`src/rtl/npu_pkg.sv`:
```
// Shared types and derived-geometry helpers for the NPU convolution reader.
// NPU_CONV_READER_PAD_EN selects "same" zero padding instead of valid convolution.
package npu_pkg;

  typedef enum logic [2:0] {
    ST_IDLE  = 3'd0,
    ST_READ  = 3'd1,
    ST_DRAIN = 3'd2,
    ST_WB    = 3'd3,
    ST_DONE  = 3'd4
  } state_e;

  function automatic int clog2(input int n);
    int r;
    r = 0;
    for (int i = 0; i < 31; i++) begin
      if ((1 << i) < n) r = i + 1;
    end
    return r;
  endfunction

  // Counter width able to hold 0..n-1, never narrower than one bit.
  function automatic int cw(input int n);
    return (n <= 2) ? 1 : clog2(n);
  endfunction

  function automatic int pad_of(input int k);
`ifdef NPU_CONV_READER_PAD_EN
    return (k - 1) / 2;
`else
    return 0 * k;
`endif
  endfunction

  function automatic int out_dim(input int img, input int k);
`ifdef NPU_CONV_READER_PAD_EN
    return img + 0 * k;
`else
    return img - k + 1;
`endif
  endfunction

  function automatic int taps(input int k);
    return k * k;
  endfunction

  function automatic int plane(input int img_w, input int img_h, input int k);
    return out_dim(img_w, k) * out_dim(img_h, k);
  endfunction

endpackage

```
`src/rtl/npu_conv_reader_if.sv`:
```
// Bus bundle between the convolution reader, its RAMs, the MAC array and the store RAM.
// NPU_CONV_READER_PAD_EN does not change this interface.
interface npu_conv_reader_if import npu_pkg::*; #(
  parameter int NCH    = 4,
  parameter int DW     = 8,
  parameter int IMG_AW = 10,
  parameter int PAR_AW = 15,
  parameter int ST_AW  = 14
) ();
  localparam int RNW = cw(NCH);

  logic                start;
  logic [PAR_AW-1:0]   param_base;
  logic [ST_AW-1:0]    out_base;
  logic [NCH*DW-1:0]   read_image;
  logic [DW-1:0]       read_conv;
  logic [IMG_AW-1:0]   image_ram_addr;
  logic [PAR_AW-1:0]   conv_ram_addr;
  logic [NCH*DW-1:0]   out_pixel;
  logic [DW-1:0]       out_param;
  logic                mac_valid;
  logic                mac_first;
  logic                mac_last;
  logic                wr_en;
  logic [RNW-1:0]      reg_num;
  logic [ST_AW-1:0]    ram_store_addr;
  logic                busy;
  logic                done;

  modport master (
    input  start, param_base, out_base, read_image, read_conv,
    output image_ram_addr, conv_ram_addr, out_pixel, out_param,
           mac_valid, mac_first, mac_last, wr_en, reg_num, ram_store_addr,
           busy, done
  );

  modport slave (
    output start, param_base, out_base, read_image, read_conv,
    input  image_ram_addr, conv_ram_addr, out_pixel, out_param,
           mac_valid, mac_first, mac_last, wr_en, reg_num, ram_store_addr,
           busy, done
  );
endinterface

```
`src/rtl/npu_win_addr_gen.sv`:
```
// Window/tap counters and registered image/parameter RAM address generation.
// With NPU_CONV_READER_PAD_EN defined, out-of-image taps drive address 0 and raise oob_o.
module npu_win_addr_gen import npu_pkg::*; #(
  parameter int IMG_W  = 32,
  parameter int IMG_H  = 32,
  parameter int K      = 3,
  parameter int IMG_AW = 10,
  parameter int PAR_AW = 15
) (
  input  logic              clk,
  input  logic              reset,
  input  logic              init_i,
  input  logic              step_i,
  input  logic              next_win_i,
  input  logic [PAR_AW-1:0] param_base_i,
  output logic [IMG_AW-1:0] image_addr_o,
  output logic [PAR_AW-1:0] conv_addr_o,
`ifdef NPU_CONV_READER_PAD_EN
  output logic              oob_o,
`endif
  output logic              first_tap_o,
  output logic              last_tap_o,
  output logic              last_win_o
);
  localparam int OUT_W = out_dim(IMG_W, K);
  localparam int OUT_H = out_dim(IMG_H, K);
  localparam int P     = pad_of(K);
  localparam int KW    = cw(K);
  localparam int XW    = cw(OUT_W);
  localparam int YW    = cw(OUT_H);

  logic [KW-1:0]     kx_q, kx_d, ky_q, ky_d;
  logic [XW-1:0]     ox_q, ox_d;
  logic [YW-1:0]     oy_q, oy_d;
  logic [PAR_AW-1:0] pbase_q, pbase_d;
  logic [IMG_AW-1:0] img_q, img_d;
  logic [PAR_AW-1:0] conv_q, conv_d;
  logic              load;
  int                ix, iy;
`ifdef NPU_CONV_READER_PAD_EN
  logic              oob_q, oob_d;
`endif

  always_comb begin
    kx_d    = kx_q;
    ky_d    = ky_q;
    ox_d    = ox_q;
    oy_d    = oy_q;
    pbase_d = pbase_q;
    load    = 1'b0;
    if (init_i) begin
      kx_d    = '0;
      ky_d    = '0;
      ox_d    = '0;
      oy_d    = '0;
      pbase_d = param_base_i;
      load    = 1'b1;
    end else if (next_win_i) begin
      kx_d = '0;
      ky_d = '0;
      load = 1'b1;
      if (ox_q == XW'(OUT_W - 1)) begin
        ox_d = '0;
        oy_d = oy_q + 1'b1;
      end else begin
        ox_d = ox_q + 1'b1;
      end
    end else if (step_i) begin
      load = 1'b1;
      if (kx_q == KW'(K - 1)) begin
        kx_d = '0;
        ky_d = ky_q + 1'b1;
      end else begin
        kx_d = kx_q + 1'b1;
      end
    end
  end

  // Addresses are computed from the next counter values so they register in step with them.
  always_comb begin
    ix = int'(ox_d) + int'(kx_d) - P;
    iy = int'(oy_d) + int'(ky_d) - P;
`ifdef NPU_CONV_READER_PAD_EN
    oob_d = (ix < 0) || (ix >= IMG_W) || (iy < 0) || (iy >= IMG_H);
    img_d = oob_d ? '0 : IMG_AW'(iy * IMG_W + ix);
`else
    img_d = IMG_AW'(iy * IMG_W + ix);
`endif
    conv_d = pbase_d + PAR_AW'(int'(ky_d) * K + int'(kx_d));
  end

  always_ff @(posedge clk) begin
    if (reset) begin
      kx_q    <= '0;
      ky_q    <= '0;
      ox_q    <= '0;
      oy_q    <= '0;
      pbase_q <= '0;
      img_q   <= '0;
      conv_q  <= '0;
`ifdef NPU_CONV_READER_PAD_EN
      oob_q   <= 1'b0;
`endif
    end else if (load) begin
      kx_q    <= kx_d;
      ky_q    <= ky_d;
      ox_q    <= ox_d;
      oy_q    <= oy_d;
      pbase_q <= pbase_d;
      img_q   <= img_d;
      conv_q  <= conv_d;
`ifdef NPU_CONV_READER_PAD_EN
      oob_q   <= oob_d;
`endif
    end
  end

  assign image_addr_o = img_q;
  assign conv_addr_o  = conv_q;
`ifdef NPU_CONV_READER_PAD_EN
  assign oob_o        = oob_q;
`endif
  assign first_tap_o  = (kx_q == '0) && (ky_q == '0);
  assign last_tap_o   = (kx_q == KW'(K - 1)) && (ky_q == KW'(K - 1));
  assign last_win_o   = (ox_q == XW'(OUT_W - 1)) && (oy_q == YW'(OUT_H - 1));

endmodule

```
`src/rtl/npu_conv_reader.sv`:
```
// Convolution-layer read sequencer: streams KxK taps to the MAC array, then writes back NCH accumulators.
// NPU_CONV_READER_PAD_EN enables "same" zero padding (out-of-image taps yield zero pixels).
//
// state    | meaning
// ST_IDLE  | waiting for start
// ST_READ  | issuing one tap address per cycle for the current window
// ST_DRAIN | letting RAM read, output register and MAC accumulate settle
// ST_WB    | writing the NCH accumulators to the store RAM
// ST_DONE  | one-cycle completion pulse
module npu_conv_reader import npu_pkg::*; #(
  parameter int NCH     = 4,
  parameter int DW      = 8,
  parameter int IMG_W   = 32,
  parameter int IMG_H   = 32,
  parameter int K       = 3,
  parameter int IMG_AW  = 10,
  parameter int PAR_AW  = 15,
  parameter int ST_AW   = 14,
  parameter int ACC_LAT = 1
) (
  input  logic              clk,
  input  logic              reset,
  npu_conv_reader_if.master bus
);
  localparam int PLANE   = plane(IMG_W, IMG_H, K);
  localparam int DRAIN_N = 2 + ACC_LAT;
  localparam int DCW     = cw(DRAIN_N);
  localparam int RNW     = cw(NCH);

  state_e            state_q, state_d;
  logic [DCW-1:0]    drain_q, drain_d;
  logic [RNW-1:0]    wb_q, wb_d;
  logic [ST_AW-1:0]  win_q, win_d;
  logic [ST_AW-1:0]  obase_q, obase_d;
  logic [ST_AW-1:0]  st_addr_q, st_addr_d;
  logic              ag_init, ag_step, ag_next;
  logic              first_tap, last_tap, last_win, issue;

  logic              v1_q, f1_q, l1_q;
  logic              mac_valid_q, mac_first_q, mac_last_q;
  logic [NCH*DW-1:0] out_pixel_q;
  logic [DW-1:0]     out_param_q;
`ifdef NPU_CONV_READER_PAD_EN
  logic              oob, oob1_q;
`endif

  npu_win_addr_gen #(
    .IMG_W  (IMG_W),
    .IMG_H  (IMG_H),
    .K      (K),
    .IMG_AW (IMG_AW),
    .PAR_AW (PAR_AW)
  ) u_addr_gen (
    .clk          (clk),
    .reset        (reset),
    .init_i       (ag_init),
    .step_i       (ag_step),
    .next_win_i   (ag_next),
    .param_base_i (bus.param_base),
    .image_addr_o (bus.image_ram_addr),
    .conv_addr_o  (bus.conv_ram_addr),
`ifdef NPU_CONV_READER_PAD_EN
    .oob_o        (oob),
`endif
    .first_tap_o  (first_tap),
    .last_tap_o   (last_tap),
    .last_win_o   (last_win)
  );

  always_ff @(posedge clk) begin
    if (reset) begin
      state_q   <= ST_IDLE;
      drain_q   <= '0;
      wb_q      <= '0;
      win_q     <= '0;
      obase_q   <= '0;
      st_addr_q <= '0;
    end else begin
      state_q   <= state_d;
      drain_q   <= drain_d;
      wb_q      <= wb_d;
      win_q     <= win_d;
      obase_q   <= obase_d;
      st_addr_q <= st_addr_d;
    end
  end

  always_comb begin
    state_d   = state_q;
    drain_d   = drain_q;
    wb_d      = wb_q;
    win_d     = win_q;
    obase_d   = obase_q;
    st_addr_d = st_addr_q;
    ag_init   = 1'b0;
    ag_step   = 1'b0;
    ag_next   = 1'b0;
    unique case (state_q)
      ST_IDLE: begin
        if (bus.start) begin
          state_d = ST_READ;
          obase_d = bus.out_base;
          win_d   = '0;
          ag_init = 1'b1;
        end
      end
      ST_READ: begin
        if (last_tap) begin
          state_d = ST_DRAIN;
          drain_d = '0;
        end else begin
          ag_step = 1'b1;
        end
      end
      ST_DRAIN: begin
        if (drain_q == DCW'(DRAIN_N - 1)) begin
          state_d   = ST_WB;
          wb_d      = '0;
          // Window index equals oy*OUT_W+ox because windows run ox-fastest.
          st_addr_d = obase_q + win_q;
        end else begin
          drain_d = drain_q + 1'b1;
        end
      end
      ST_WB: begin
        st_addr_d = st_addr_q + ST_AW'(PLANE);
        if (wb_q == RNW'(NCH - 1)) begin
          if (last_win) begin
            state_d = ST_DONE;
          end else begin
            state_d = ST_READ;
            ag_next = 1'b1;
            win_d   = win_q + 1'b1;
          end
        end else begin
          wb_d = wb_q + 1'b1;
        end
      end
      ST_DONE: state_d = ST_IDLE;
      default: state_d = ST_IDLE;
    endcase
  end

  assign issue = (state_q == ST_READ);

  // Two-stage tap pipeline: RAM read latency, then the output register.
  always_ff @(posedge clk) begin
    if (reset) begin
      v1_q        <= 1'b0;
      f1_q        <= 1'b0;
      l1_q        <= 1'b0;
      mac_valid_q <= 1'b0;
      mac_first_q <= 1'b0;
      mac_last_q  <= 1'b0;
      out_pixel_q <= '0;
      out_param_q <= '0;
`ifdef NPU_CONV_READER_PAD_EN
      oob1_q      <= 1'b0;
`endif
    end else begin
      v1_q        <= issue;
      f1_q        <= issue && first_tap;
      l1_q        <= issue && last_tap;
      mac_valid_q <= v1_q;
      mac_first_q <= f1_q;
      mac_last_q  <= l1_q;
`ifdef NPU_CONV_READER_PAD_EN
      oob1_q      <= oob;
      if (v1_q) begin
        out_pixel_q <= oob1_q ? '0 : bus.read_image;
        out_param_q <= bus.read_conv;
      end
`else
      if (v1_q) begin
        out_pixel_q <= bus.read_image;
        out_param_q <= bus.read_conv;
      end
`endif
    end
  end

  assign bus.out_pixel      = out_pixel_q;
  assign bus.out_param      = out_param_q;
  assign bus.mac_valid      = mac_valid_q;
  assign bus.mac_first      = mac_first_q;
  assign bus.mac_last       = mac_last_q;
  assign bus.wr_en          = (state_q == ST_WB);
  assign bus.reg_num        = wb_q;
  assign bus.ram_store_addr = st_addr_q;
  assign bus.busy           = (state_q != ST_IDLE);
  assign bus.done           = (state_q == ST_DONE);

endmodule

```
`src/flat_wrapper.sv`:
```
// flat-port wrapper written by rule: the top's interface ports become plain ports
module npu_conv_reader_flat import npu_pkg::*;
#(
  parameter int NCH     = 4,
  parameter int DW      = 8,
  parameter int IMG_W   = 32,
  parameter int IMG_H   = 32,
  parameter int K       = 3,
  parameter int IMG_AW  = 10,
  parameter int PAR_AW  = 15,
  parameter int ST_AW   = 14,
  parameter int ACC_LAT = 1
)
  (clk, reset, bus_start, bus_param_base, bus_out_base, bus_read_image, bus_read_conv, bus_image_ram_addr, bus_conv_ram_addr, bus_out_pixel, bus_out_param, bus_mac_valid, bus_mac_first, bus_mac_last, bus_wr_en, bus_reg_num, bus_ram_store_addr, bus_busy, bus_done);
  npu_conv_reader_if #(.NCH(NCH), .DW(DW), .IMG_AW(IMG_AW), .PAR_AW(PAR_AW), .ST_AW(ST_AW)) bus_i ();
  input  logic clk;
  input  logic reset;
  input wire logic [$bits(bus_i.start)-1:0] bus_start;
  input wire logic [$bits(bus_i.param_base)-1:0] bus_param_base;
  input wire logic [$bits(bus_i.out_base)-1:0] bus_out_base;
  input wire logic [$bits(bus_i.read_image)-1:0] bus_read_image;
  input wire logic [$bits(bus_i.read_conv)-1:0] bus_read_conv;
  output wire logic [$bits(bus_i.image_ram_addr)-1:0] bus_image_ram_addr;
  output wire logic [$bits(bus_i.conv_ram_addr)-1:0] bus_conv_ram_addr;
  output wire logic [$bits(bus_i.out_pixel)-1:0] bus_out_pixel;
  output wire logic [$bits(bus_i.out_param)-1:0] bus_out_param;
  output wire logic [$bits(bus_i.mac_valid)-1:0] bus_mac_valid;
  output wire logic [$bits(bus_i.mac_first)-1:0] bus_mac_first;
  output wire logic [$bits(bus_i.mac_last)-1:0] bus_mac_last;
  output wire logic [$bits(bus_i.wr_en)-1:0] bus_wr_en;
  output wire logic [$bits(bus_i.reg_num)-1:0] bus_reg_num;
  output wire logic [$bits(bus_i.ram_store_addr)-1:0] bus_ram_store_addr;
  output wire logic [$bits(bus_i.busy)-1:0] bus_busy;
  output wire logic [$bits(bus_i.done)-1:0] bus_done;
  assign bus_i.start = bus_start;
  assign bus_i.param_base = bus_param_base;
  assign bus_i.out_base = bus_out_base;
  assign bus_i.read_image = bus_read_image;
  assign bus_i.read_conv = bus_read_conv;
  assign bus_image_ram_addr = bus_i.image_ram_addr;
  assign bus_conv_ram_addr = bus_i.conv_ram_addr;
  assign bus_out_pixel = bus_i.out_pixel;
  assign bus_out_param = bus_i.out_param;
  assign bus_mac_valid = bus_i.mac_valid;
  assign bus_mac_first = bus_i.mac_first;
  assign bus_mac_last = bus_i.mac_last;
  assign bus_wr_en = bus_i.wr_en;
  assign bus_reg_num = bus_i.reg_num;
  assign bus_ram_store_addr = bus_i.ram_store_addr;
  assign bus_busy = bus_i.busy;
  assign bus_done = bus_i.done;
  npu_conv_reader #(.NCH(NCH), .DW(DW), .IMG_W(IMG_W), .IMG_H(IMG_H), .K(K), .IMG_AW(IMG_AW), .PAR_AW(PAR_AW), .ST_AW(ST_AW), .ACC_LAT(ACC_LAT)) u_core (.clk(clk), .reset(reset), .bus(bus_i));
endmodule
```
`config.mk`:
```
export PLATFORM = sky130hd
export DESIGN_NAME = npu_conv_reader_flat
export DESIGN_NICKNAME = d
export VERILOG_FILES = /design/src/rtl/npu_pkg.sv /design/src/rtl/npu_conv_reader_if.sv /design/src/rtl/npu_win_addr_gen.sv /design/src/rtl/npu_conv_reader.sv /design/src/flat_wrapper.sv
export SDC_FILE = /design/constraint.sdc
export NUM_CORES = 1
export LEC_CHECK = 0
export BUFFER_PORTS_ARGS = -buffer_cell sky130_fd_sc_hd__buf_2
export CORE_ASPECT_RATIO = 0.8
export CORE_MARGIN = 3
export CORE_UTILIZATION = 50
export DETAILED_ROUTE_END_ITERATION = 8
export GPL_TIMING_DRIVEN = 0
export PLACE_DENSITY = 0.89
export SYNTH_ARGS = -nofsm -noshare
export SYNTH_HDL_FRONTEND = slang
export SYNTH_HIERARCHICAL = 1
export SYNTH_SLANG_ARGS = --single-unit
```
`constraint.sdc`:
```
create_clock -name clk -period 6.08 [get_ports clk]
set_input_delay 1.216 -clock clk [delete_from_list [all_inputs] [get_ports clk]]
set_output_delay 1.216 -clock clk [all_outputs]
set_load 0.05 [all_outputs]
```
Yosys cells after proc, flatten, opt, wreduce, memory -nomap -nowiden

Cells that the tools add are included.

Input bits: 72
Bits in writable memories: 0
Memory bits (read-only): 0
Memories kept: 0
Word-level logic and storage cells: 114
Register bits: 149
Bits in latches: 0
Output and inout port bits: 87

Add/sub/neg operators: 14
Bitwise logic cells: 0
Div/mod/pow operators: 0
Shift-type cells: 0
Multipliers: 1
Magnitude comparators: 0
Reduce and logical (&&, ||, !) cells: 18
Equal/unequal tests: 17
Multiplexer cells: 43

Operators with widths:

| kind                   | number |
|---|---|
| $mux 14                | 4 |
| $pmux 14 s2            | 2 |
| $mux 5                 | 6 |
| $mux 2                 | 12 |
| $add 15x5->15          | 1 |
| $mux 15                | 1 |
| $mux 3                 | 5 |
| $add 14x1->14 const B  | 1 |
| $add 14x10->14 const B | 1 |
| $add 14x14->14         | 1 |
| $pmux 3 s4             | 1 |
| $add 10x6->10          | 1 |
| $add 5x1->5 const B    | 2 |
| $eq 5x5->1 const B     | 2 |
| $mux 1                 | 10 |
| $add 2x1->2 const B    | 4 |
| $eq 2x2->1 const B     | 4 |
| $ne 2x2->1 const B     | 4 |
| $pmux 2 s2             | 2 |
| $reduce_and 4->1       | 2 |
| $add 5x2->6            | 1 |
| $eq 3x2->1 const B     | 2 |
| $ne 2x1->1 const B     | 3 |
| $reduce_and 3->1       | 2 |
| other kinds (11)       | 19 |

Depth between registers and ports, before layout

Gate-level depths: netlist of run 1.

Depth after elaboration: 10
Depth in mapped cells: 23
Depth with buffers taken out: 19

Modules after synthesis

Netlist of run 1, hierarchy kept.

By module, submodules not included:

| module           | instances | cells each | sequential area each (µm²) | area each (µm²) |
|---|---|---|---|---|
| npu_conv_reader  | 1         | 528        | 1901.8                     | 4560.6 |
| npu_win_addr_gen | 1         | 349        | 1081.0                     | 3189.3 |

Worst setup path after synthesis of run 1

OpenSTA, ideal clock, no wires.

Path type: input -> register
From: input port bus_start
To: register u_core.u_addr_gen.conv_q[13] (netlist: u_core/u_addr_gen/conv_addr_o[13])
Setup slack: -0.040 ns
Required time: 5.961 ns
Stages on the path: 20
Arrival time: 6.001 ns
Path buffers: 6
Library setup time: 0.119 ns
Path through: nand2_1 > inv_1 > buf_1 > buf_6 > buf_2 > buf_2 > buf_1 > clkbuf_1 > nor3_1 > fa_1 > fa_1 > ha_1 > inv_1 > fa_1 > nor2b_1 > o21ai_1 > a2111oi_4 > or4b_1 > xnor2_1 > o21ai_1

Word-level cells in the longest chain between the ends: 6

Ends and longest elaborated chain:

| item                          | line                    | text |
|---|---|---|
| start: declaration            | flat_wrapper.sv:18      | `input wire logic [$bits(bus_i.start)-1:0] bus_start;` |
| $mux 1                        | npu_conv_reader.sv:100  | `if (bus.start) begin` |
| $mux 1                        | npu_conv_reader.sv:98   | `unique case (state_q)` |
| net u_core.ag_init            | npu_conv_reader.sv:36   | `logic ag_init, ag_step, ag_next;` |
| $mux 2                        | npu_win_addr_gen.sv:51  | `if (init_i) begin` |
| net u_core.u_addr_gen.ky_d[0] | npu_win_addr_gen.sv:32  | `logic [KW-1:0] kx_q, kx_d, ky_q, ky_d;` |
| $mul 2x2->4                   | npu_win_addr_gen.sv:89  | `conv_d = pbase_d + PAR_AW'(int'(ky_d) * K + int'(kx_d));` |
| $add 4x2->5                   | npu_win_addr_gen.sv:89  |  |
| $add 15x5->15                 | npu_win_addr_gen.sv:89  |  |
| end signal: assignment        | npu_win_addr_gen.sv:111 | `conv_q <= conv_d;` |
| end: declaration              | npu_win_addr_gen.sv:37  | `logic [PAR_AW-1:0] conv_q, conv_d;` |

The timed path passes the listed nets, and every way through them passes these cells.
A chain may end at the register's enable or synchronous reset.

Worst setup path in the final report of run 1

From: input port bus_start
To: register u_core.u_addr_gen.conv_q[13] (netlist: u_core/u_addr_gen/conv_addr_o[13])

Word-level cells in the longest chain between the ends: 6

Ends and longest elaborated chain:

| item                          | line |
|---|---|
| $mux 1                        | npu_conv_reader.sv:100 |
| $mux 1                        | npu_conv_reader.sv:98 |
| $mux 2                        | npu_win_addr_gen.sv:51 |
| net u_core.u_addr_gen.ky_d[0] | npu_win_addr_gen.sv:32 |
| $mul 2x2->4                   | npu_win_addr_gen.sv:89 |
| $add 4x2->5                   | npu_win_addr_gen.sv:89 |
| $add 15x5->15                 | npu_win_addr_gen.sv:89 |

The timed path passes the listed nets, and every way through them passes these cells.

==> run_results.csv, run 1 <==
group,metric,value,unit
cts,cts_root_buffer,"clkbuf_16",
placement,gp_congestion,0.9184,
logic_synthesis,synthTopCellsByCount,"dfxtp_1, nor2_1, nand2_1",
logic_synthesis,synthArstFlopShare,0,
cts,cts_sinks,149,
setup_path,crit_arrival,6.13,ns
grt,grt-ovfl-total,0,
route,dr_total_vias,7277,
setup_path,worst-endpoint-required,6.40,ns
final_layout,drive_gt1_frac,0.2214,
grt,grt_pass1_vias,6877,
run,cap_viol_max_count,0,
logic_synthesis,ys.flop_type,"dfxtp_1",
route,antenna_left,0,
setup_path,cp-start-kind,"input port",
cts,clk_pin_slew_worst_paths,0.06,ns
power_and_ir_drop,peakVddDrop,0.1833,mV
sta,tns,0,ns
cts,htree_levels,4,
cts,cts-buffers-inserted,17,
sta,finalHoldViolations,0,
logic_synthesis,synth_cell_types,81,
cts,cts_tree,"done",
route,vias_per_cell,5.703,
grt,grt_usage,0.2450,
sta,rsz0062_at_grt,"no",
grt,grt_start_max_net_pins,20,
setup_path,reg2reg_depth,21,
final_layout,syn_to_final_growth,21.94,%
sta,worst_slew_pin_slew,0.8620,ns
logic_synthesis,synthXorXnorAreaFrac,0.04294,
route,wl_per_cell,16.76,um
logic_synthesis,synth_nets,991,
worst_hold_path,hp-class,"flop to flop",
logic_synthesis,synth_top_family_by_area,"simple AND/OR/NAND/NOR gates",
sta,finalSetupViolCount,0,
final_layout,final_cells,1276,
logic_synthesis,netlist_instances,877,
logic_synthesis,ys_seq_elements,149,
setup_path,crit_start,"bus_start",
logic_synthesis,synthMuxAreaShare,0.08686,
logic_synthesis,synth-simple-area-share,0.2272,
power_and_ir_drop,pwr_density_cell,262.6,mW/mm2
logic_synthesis,netlist.area_leader.share,0.3849,
placement,placed_cells,1245,
logic_synthesis,ys_warn_count,6,
cts,cts.path.max_buffers,2,
floorplanning,core,0.01511,mm2
sta,slew_headroom,0.4175,
setup_path,crit_path_end_kind,"flop",
floorplanning,die-area,0.01704,mm2
floorplanning,die_h,117.4,um
route,drc,0,
setup_path,r2r_end,"u_core/u_addr_gen/conv_addr_o[13]",
logic_synthesis,syn_area_per_cell,8.837,um2
logic_synthesis,synthAdderAreaFrac,0.07362,
sta,fmax,172.0,MHz
sta,final_max_slew_viol_count,0,
route,drt_first_pass_iters,5,
logic_synthesis,synth_compound_area_frac,0.1388,
floorplanning,die_w,145.2,um
worst_hold_path,hp-start,"u_core/f1_q",
logic_synthesis,yosysMostFrequentCell,"dfxtp_1",
floorplanning,pin_count,159,
setup_path,reg2reg_from,"u_core/state_q[1]",
setup_path,critPathKind,"input port to flop",
logic_synthesis,syn_area,0.007750,mm2
final_layout,antenna_cells,0,
sta,finalCritPeriodShare,0.9561,
setup_path,cp_max_fo,19,
logic_synthesis,synth.largest_area_cell,"dfxtp_1",
setup_path,r2r_slack,0.28,ns
logic_synthesis,yosys-top-cells-area,"dfxtp_1, mux2i_1, ha_1, nor2_1, a21oi_1",
grt,antenna_found_initial,0,
setup_path,crit_end,"u_core/u_addr_gen/conv_addr_o[13]",
route,postRouteWirelength,21.38,mm
logic_synthesis,yosysSeqAreaShare,0.3849,
cts,worstSkewPairLatency,0.43,ns
logic_synthesis,synth_edf_count,0,
power_and_ir_drop,p_leak,3.933,nW
route,drt_iter0_markers,647,
final_layout,fill_cells,1198,
sta,min_period,5.813,ns
run_status,status,"finished, final reports clean",
placement,portBuffers,158,
final_layout,nNetsFinal,1167,
grt,grt_pass1_wl,34.25,mm
placement,dp_hpwl,15.53,mm
sta,skew,0.008329,ns
floorplanning,num_rows,40,
floorplanning,start_util,0.5127,
==> worst min-delay path by stage <==
| stage | end | cells past startpoint |
|---|---|---|
| floorplan | u_core/bus.mac_first | 1 |
| finish | u_core/bus.mac_first | 1 |
| global route | u_core/bus.mac_first | 1 |
| CTS | u_core/bus.mac_first | 1 |
| detailed placement | u_core/bus.mac_first | 1 |
| global placement | u_core/bus.mac_last | 1 |
==> final cells by class <==
type / instances / area, um2 / share of cell area
Timing Repair Buffer: 160 / 805.8 / 0.08526
Buffer: 45 / 242.7 / 0.02569
Multi-Input combinational cell: 652 / 4447 / 0.4705
Clock inverter: 11 / 140.1 / 0.01483
Tap cell: 210 / 262.8 / 0.02780
Sequential cell: 149 / 2983 / 0.3156
Inverter: 28 / 108.9 / 0.01152
Clock buffer: 21 / 460.4 / 0.04872
==> flip-flops by register name, indices dropped and copies added, names as in the netlist <==
| signal | cells |
|---|---|
| u_core/bus.reg_num | 2 |
| u_core/u_addr_gen/image_addr_o | 10 |
| u_core/state_q | 3 |
| u_core/u_addr_gen/ox_q | 5 |
| u_core/v1_q | 1 |
| u_core/u_addr_gen/kx_q | 2 |
| u_core/obase_q | 14 |
| u_core/u_addr_gen/oy_q | 5 |
| u_core/drain_q | 2 |
| u_core/win_q | 14 |
| u_core/bus.ram_store_addr | 14 |
| u_core/u_addr_gen/conv_addr_o | 15 |
| u_core/f1_q | 1 |
| u_core/bus.mac_first | 1 |
| u_core/u_addr_gen/ky_q | 2 |
| u_core/l1_q | 1 |
| u_core/bus.mac_valid | 1 |
| u_core/bus.out_param | 8 |
| u_core/bus.out_pixel | 32 |
| u_core/bus.mac_last | 1 |
| u_core/u_addr_gen/pbase_q | 15 |
==> cells by family (layout without fill, tap and decap cells) <==
| kind of cell | Yosys count | after routing |
|---|---|---|
| simple gates | 349 | 349 |
| compound gates | 158 | 158 |
| flops | 149 | 149 |
| buf+inv | 76 | 265 |
| mux | 65 | 65 |
| fa+ha+maj | 42 | 42 |
| xor+xnor | 38 | 38 |
==> cell usage in the layout (no fill, tap or decap), types with 7 or more instances in the layout <==
master     instances
nor3_1            17
inv_1             26
xnor2_1           22
a21o_1             7
dfxtp_1          149
mux2i_1           56
clkbuf_16         17
clkbuf_1          26
buf_1              7
nor2b_1           11
or3_1              9
nand3b_1           9
xor2_1            16
ha_1              36
nor2_1           114
o21ai_0           15
a211oi_1          15
and3_1             7
nor4_1             9
nand2b_1          12
nand3_1           16
o21ai_1            7
mux2_2             8
buf_2            160
nand2_1           82
nand4_1           12
a21oi_1           64
==> stage by stage <==
| stage | hold WS, ns | utilization | area [um2] | worst slack, ns | power, mW |
|---|---|---|---|---|---|
| 6_report | 0.4449 | 0.6252 | 9450 | 0.2670 | 2.482 |
| 5_1_grt | 0.4627 | 0.6252 | 9450 | 0.07296 | 2.569 |
| 4_1_cts | 0.4487 | 0.6243 | 9435 | 0.0009557 | 2.492 |
| 2_1_floorplan | 0.4138 | - | 7751 | 0.07409 | 1.320 |
| 3_5_place_dp | 0.4310 | 0.5825 | 8805 | -1.213 | 1.428 |
| 3_3_place_gp | 0.4215 | 0.5825 | 8805 | -1.083 | 1.418 |
==> report_power, final <==
part           switching, mW  internal (mW)
combinational          0.257          0.116
clock                  0.430          0.637
sequential            0.0226           1.02
total                  0.709           1.77
==> layer usage <==
layer / GRT usage / vias up / wire length [um]
met5: 0 / - / 0
met4: 0.09253 / 0 / 499
met3: 0.06296 / 54 / 1988
met2: 0.3916 / 373 / 9758
met1: 0.3208 / 3386 / 9134
li1: - / 3464 / -
==> worst max-delay path, cell delays in order <==
cell and delay, ns:
buf_2 0.13, nand2_2 0.19, clkinvlp_4 0.17, buf_6 0.18, buf_2 0.22, buf_4 0.26
clkbuf_2 0.25, nor3_4 0.31, fa_1 0.49, fa_1 0.54, ha_1 0.19, inv_1 0.06
fa_1 0.40, nor2b_1 0.15, o21ai_1 0.15, a2111oi_4 0.44, or4b_1 0.50, xnor2_1 0.19
o21ai_1 0.07
==> repair_timing <==
action,in CTS,in global routing
resized for setup,8,4
setup buffers,1,1
pin swaps,0,1
hold buffers,0,0
setup endpoints to repair,10,2
Note: power is estimated with default switching activity, not from simulation.
==> run 2: changes to the inputs <==
--- a/config.mk
+++ b/config.mk
@@ -7,11 +7,12 @@
 export LEC_CHECK = 0
 export BUFFER_PORTS_ARGS = -buffer_cell sky130_fd_sc_hd__buf_2
 export CORE_ASPECT_RATIO = 0.8
-export CORE_MARGIN = 3
+export CORE_MARGIN = 4
 export CORE_UTILIZATION = 50
 export DETAILED_ROUTE_END_ITERATION = 8
 export GPL_TIMING_DRIVEN = 0
-export PLACE_DENSITY = 0.89
+export PLACE_DENSITY = 0.84
+export RECOVER_POWER = 50
 export SYNTH_ARGS = -nofsm -noshare
 export SYNTH_HDL_FRONTEND = slang
 export SYNTH_HIERARCHICAL = 1
==> run 2 against run 1 <==
  * Clock power is essentially flat
  * Non-clock buffer count down 1
  * Register-to-register slack better by 0.05 ns
  * Critical path depth is the same
  * Routed wire length decreased by 1.8%
  * Die area rose by 3.1%
  * Power shrank 1.5%
  * Via count fell by 1.6%
  * Sequential power hardly changed
  * Critical endpoint unchanged
==> run_results.csv, run 2 (synthesis gave the netlist of run 1 again) <==
group,metric,value,unit
sta,rsz0062_at_grt,"no",
placement,dp_hpwl,15.34,mm
route,drt_first_pass_iters,6,
cts,cts_sinks,149,
route,drt_iter0_markers,694,
cts,cts_tree,"done",
route,dr_total_vias,7160,
route,postRouteWirelength,20.99,mm
floorplanning,num_rows,40,
floorplanning,pin_count,159,
cts,worstSkewPairLatency,0.42,ns
grt,grt_start_max_net_pins,17,
setup_path,cp_cell_sequence,"buf_2, nand2_2, clkinvlp_4, buf_6, buf_2, buf_6, clkbuf_2, nor3_4, fa_1, fa_1, ha_1, inv_1, fa_1, nor2b_1, o21ai_1, a2111oi_4, or4b_1, xnor2_1, o21ai_1",
setup_path,cp.depth,19,
sta,slew_headroom,0.3902,
final_layout,syn_to_final_growth,20.12,%
worst_hold_path,hp-class,"flop to flop",
power_and_ir_drop,switchingPower,0.6752,mW
setup_path,reg2reg_from,"u_core/state_q[2]",
setup_path,critPathMostFrequentCell,"fa_1",
floorplanning,die_h,119.4,um
sta,worst_slew_pin_slew,0.9097,ns
placement,gp_congestion,0.9255,
power_and_ir_drop,p_sw_frac,0.2762,
power_and_ir_drop,power,2.444,mW
worst_hold_path,hp-start,"u_core/l1_q",
final_layout,nNetsFinal,1166,
grt,grt-ovfl-total,0,
grt,grt_pass1_wl,33.55,mm
power_and_ir_drop,power_frac_clock,0.424,
cts,cts_root_buffer,"clkbuf_16",
sta,min_period,5.751,ns
worst_hold_path,holdPathEnd,"u_core/bus.mac_last",
cts,clk_pin_slew_worst_paths,0.06,ns
setup_path,cp-start-kind,"input port",
power_and_ir_drop,cell_internal_pwr,1.769,mW
sta,final_max_slew_viol_count,0,
power_and_ir_drop,p_seq_frac,0.427,
floorplanning,core,0.01511,mm2
setup_path,cpLargestDelayFamily,"adder cells",
setup_path,reg2reg_depth,18,
setup_path,cp_max_fo,19,
placement,portBuffers,158,
cts,htree_levels,4,
setup_path,critPathKind,"input port to flop",
cts,cts-buffers-inserted,17,
worst_hold_path,holdPathStages,1,
floorplanning,die-area,0.01757,mm2
sta,finalCritPeriodShare,0.9459,
run,cap_viol_max_count,0,
floorplanning,start_util,0.5127,
cts,cts.path.max_buffers,2,
power_and_ir_drop,pwr-share-comb,0.148,
sta,skew,0.009122,ns
setup_path,r2r_end,"u_core/u_addr_gen/conv_addr_o[13]",
sta,finalSetupViolCount,0,
route,antenna_left,0,
setup_path,r2r_slack,0.33,ns
grt,antenna_found_initial,0,
route,drc,0,
setup_path,crit_path_end_kind,"flop",
grt,grt_pass1_vias,6594,
setup_path,slowest_delay,0.54,ns
floorplanning,die_w,147.2,um
grt,grt_usage,0.2350,
setup_path,crit_arrival,6.06,ns
sta,setup_ws,0.3290,ns
route,vias_per_cell,5.625,
final_layout,drive_gt1_frac,0.1383,
setup_path,worst-endpoint-required,6.39,ns
power_and_ir_drop,p_leak,3.551,nW
placement,place_ws,-1.191,ns
final_layout,final_common_cell,"dfxtp_1",
sta,finalHoldViolations,0,
run_status,status,"finished, final reports clean",
final_layout,antenna_cells,0,
sta,fmax,173.9,MHz
power_and_ir_drop,peakVddDrop,0.1904,mV
route,wl_per_cell,16.49,um
setup_path,slowest_stage,"fa_1",
power_and_ir_drop,pwr_density_cell,262.6,mW/mm2
final_layout,largest_reg_flops,32,
setup_path,crit_buf_inv,7,
final_layout,final_cell_mix,"dfxtp_1, nor2_1, clkbuf_1",
-- run 2: power groups by stage --
stage / Combinational, mW / Clock, mW / Sequential [mW]
after global placement: 0.357 / 0 / 1.06
after detailed placement: 0.363 / 0 / 1.06
after floorplan: 0.168 / 0 / 1.15
after global routing: 0.391 / 1.10 / 1.05
final: 0.363 / 1.04 / 1.04
after CTS: 0.368 / 1.05 / 1.04
-- run 2: area by class of cell --
type                    instances  area (um2)
plain buffers                  45       236.5
clock buffers                  22       484.2
clock inverters                 8       100.1
fillers                      1312        5806
inverters                      28       108.9
multi-input cells             652        4442
flip-flops and latches        149        2983
well taps                     210       262.8
repair buffers                159       691.9
-- run 2: worst max-delay path by stage --
stage                      startpoint                                end  slack (ns)
floorplan                   bus_start  u_core/u_addr_gen/conv_addr_o[13]        0.07
global placement            bus_start  u_core/u_addr_gen/conv_addr_o[13]       -1.15
detailed placement          bus_start  u_core/u_addr_gen/conv_addr_o[13]       -1.19
CTS                         bus_start  u_core/u_addr_gen/conv_addr_o[13]       0.002
global route        u_core/state_q[0]  u_core/u_addr_gen/conv_addr_o[13]        0.02
finish                      bus_start  u_core/u_addr_gen/conv_addr_o[13]        0.33
-- run 2: repair_timing --
item                       4_1_cts  5_1_grt
setup buffers                    1        0
resized for setup                7        5
hold buffers                     0        0
setup endpoints to repair       10        3
pin swaps                        0        0
-- run 2: per-layer routing --
layer,share of wire,track usage
met3,0.087,0.04564
met1,0.44,0.3225
met2,0.45,0.3726
met4,0.020,0.07858
met5,0,0
-- run 2: stage by stage --
step                instance area, um2  hold WS [ns]    util  instances  setup TNS (ns)
global placement                  8805        0.4367  0.5825       1245          -6.613
global route                      9309        0.4696  0.6159       1273               0
detailed placement                8805        0.4412  0.5825       1245          -7.312
CTS                               9417        0.4496  0.6230       1275               0
finish                            9309        0.4468  0.6159       1273               0
floorplan                         7751        0.4138       -        877               0
==> run 3: changes to the inputs <==
--- a/config.mk
+++ b/config.mk
@@ -12,7 +12,7 @@
 export DETAILED_ROUTE_END_ITERATION = 8
 export GPL_TIMING_DRIVEN = 0
 export PLACE_DENSITY = 0.84
-export RECOVER_POWER = 50
+export RECOVER_POWER = 100
 export SYNTH_ARGS = -nofsm -noshare
 export SYNTH_HDL_FRONTEND = slang
 export SYNTH_HIERARCHICAL = 1
==> run 3 against run 2 <==
  * The run now ends with capacitance limit, slew limit left
  * Via count hardly changed
  * Sequential cell count stayed put
  * Sequential share of layout area is 0.23 points higher
  * Utilization is 0.44 points lower
  * Clock power hardly changed
  * Global-route usage stayed put
  * Register-to-register slack hardly changed
  * Critical path depth stayed put
  * Combinational power is 1% lower
  * First-iteration DRC count is 16% higher
  * Critical path type unchanged
==> run_results.csv, run 3 (synthesis gave the netlist of run 1 again) <==
group,metric,value,unit
setup_path,crit_end,"u_core/u_addr_gen/conv_addr_o[13]",
cts,worstSkewPairLatency,0.42,ns
final_layout,largest_reg_flops,32,
sta,rsz0062_at_grt,"no",
route,dr_total_vias,7167,
floorplanning,pin_count,159,
grt,grt_pass1_wl,33.55,mm
final_layout,final_core_util,0.6115,
cts,cts-buffers-inserted,17,
cts,cts_sinks,149,
placement,place_ws,-1.191,ns
power_and_ir_drop,p_seq_frac,0.428,
setup_path,critPathMostFrequentCell,"fa_1",
power_and_ir_drop,pwr-share-comb,0.147,
sta,skew,0.007179,ns
route,drt_first_pass_iters,6,
grt,top_usage_layer,"met2",
route,drt_iter0_markers,806,
floorplanning,start_util,0.5127,
route,antenna_left,0,
sta,finalHoldViolations,0,
setup_path,r2r_slack,0.33,ns
placement,gp_congestion,0.9255,
final_layout,drive_gt1_frac,0.1261,
sta,setup_ws,0.2432,ns
grt,gr-usage-met2,0.3726,
final_layout,nNetsFinal,1166,
floorplanning,die_h,119.4,um
grt,grt_pass1_vias,6594,
power_and_ir_drop,p_sw_frac,0.2758,
setup_path,cp_max_fo,19,
route,wl_per_cell,16.53,um
floorplanning,die_w,147.2,um
sta,finalCritPeriodShare,0.9600,
grt,antenna_found_initial,0,
sta,final_max_slew_viol_count,11,
setup_path,crit_arrival,6.15,ns
cts,htree_levels,4,
sta,fmax,171.3,MHz
setup_path,slowest_delay,0.54,ns
power_and_ir_drop,power_frac_clock,0.425,
route,postRouteWirelength,21.04,mm
final_layout,fill_cells,1328,
final_layout,syn_to_final_growth,19.26,%
sta,worst_slew_pin_slew,1.540,ns
cts,cts_root_buffer,"clkbuf_16",
run_status,status,"finished with violations",
route,drc,0,
grt,grt_start_max_net_pins,17,
cts,clk_pin_slew_worst_paths,0.06,ns
worst_hold_path,hp-class,"flop to flop",
floorplanning,core,0.01511,mm2
power_and_ir_drop,p_leak,3.526,nW
setup_path,worst-endpoint-required,6.39,ns
grt,grt-ovfl-total,0,
grt,met3_usage,0.04564,
run_status,violations,"capacitance limit, slew limit",
setup_path,reg2reg_from,"u_core/state_q[1]",
power_and_ir_drop,power,2.438,mW
power_and_ir_drop,cell_internal_pwr,1.766,mW
placement,portBuffers,158,
setup_path,crit_start,"bus_start",
setup_path,cp_cell_sequence,"buf_2, nand2_2, clkinvlp_2, buf_6, buf_2, buf_6, clkbuf_2, nor3_4, fa_1, fa_1, ha_1, inv_1, fa_1, nor2b_1, o21ai_1, a2111oi_4, or4b_1, xnor2_1, o21ai_1",
power_and_ir_drop,switchingPower,0.6724,mW
grt,grt_usage,0.2350,
worst_hold_path,holdPathStages,1,
power_and_ir_drop,pwr_density_cell,263.8,mW/mm2
setup_path,cp-start-kind,"input port",
final_layout,antenna_cells,0,
final_layout,final_cell_mix,"dfxtp_1, clkbuf_1, nor2_1",
grt,met1_usage,0.3225,
setup_path,critPathKind,"input port to flop",
final_layout,final_common_cell,"dfxtp_1",
sta,finalSetupViolCount,0,
sta,holdWs,0.4506,ns
placement,dp_hpwl,15.34,mm
floorplanning,die-area,0.01757,mm2
sta,min_period,5.837,ns
power_and_ir_drop,peakVddDrop,0.1903,mV
setup_path,r2r_end,"u_core/u_addr_gen/conv_addr_o[13]",
cts,cts_tree,"done",
setup_path,crit_path_end_kind,"flop",
setup_path,reg2reg_depth,20,
route,vias_per_cell,5.630,
sta,slew_headroom,-0.03481,
cts,ctsHoldBuffers,0,
floorplanning,num_rows,40,
run,cap_viol_max_count,1,
setup_path,slowest_stage,"fa_1",
cts,cts.path.max_buffers,2,
==> run 3: routing by layer <==
| metal | part of all wire | vias up |
|---|---|---|
| met4 | 0.019 | 0 |
| met3 | 0.090 | 37 |
| li1 | - | 3461 |
| met1 | 0.45 | 3329 |
| met5 | 0 | - |
| met2 | 0.44 | 340 |
==> run 3: final cells by class <==
| class | instances | area, um2 | share of cell area |
|---|---|---|---|
| multi-input cells | 652 | 4392 | 0.4752 |
| flip-flops and latches | 149 | 2983 | 0.3227 |
| repair buffers | 159 | 688.2 | 0.07446 |
| clock buffers | 22 | 484.2 | 0.05239 |
| well taps | 210 | 262.8 | 0.02843 |
| plain buffers | 45 | 226.5 | 0.02450 |
| inverters | 28 | 106.4 | 0.01151 |
| clock inverters | 8 | 100.1 | 0.01083 |
==> run 3: power groups by stage <==
| stage | logic [mW] | clock network, mW | registers (mW) |
|---|---|---|---|
| finish | 0.359 | 1.04 | 1.04 |
| global route | 0.387 | 1.10 | 1.05 |
| CTS | 0.368 | 1.05 | 1.04 |
| detailed placement | 0.363 | 0 | 1.06 |
| global placement | 0.357 | 0 | 1.06 |
| floorplan | 0.168 | 0 | 1.15 |
==> run 3: worst max-delay path: cells and delay by family <==
family,cells,cell delay (ns)
buffers and inverters,7,1.29
xor gates and xnor gates,1,0.15
and+or+nand+nor,4,1.10
AOI/OAI and AO/OA,3,0.76
adders and majority gates,4,1.63
==> run 3: metrics by stage <==
stage                     TNS (ns)  cell area, um2  std cells
after CTS                        0            9417       1275
final                            0            9243       1273
after global routing             0            9243       1273
after global placement      -6.613            8805       1245
after floorplan                  0            7751        877
after detailed placement    -7.312            8805       1245
==> run 3: worst min-delay path by stage <==
stage,startpoint,to,slack (ns)
3_5_place_dp,u_core/u_addr_gen/image_addr_o[0],u_core/u_addr_gen/image_addr_o[0],0.44
6_report,u_core/l1_q,u_core/bus.mac_last,0.45
3_3_place_gp,u_core/l1_q,u_core/bus.mac_last,0.44
4_1_cts,u_core/u_addr_gen/image_addr_o[0],u_core/u_addr_gen/image_addr_o[0],0.45
2_1_floorplan,u_core/f1_q,u_core/bus.mac_first,0.41
5_1_grt,u_core/l1_q,u_core/bus.mac_last,0.47
==> run 3: what timing repair did <==
item	CTS	global route
endpoints found under the setup margin	10	3
gates resized for setup	7	5
setup buffers	1	0
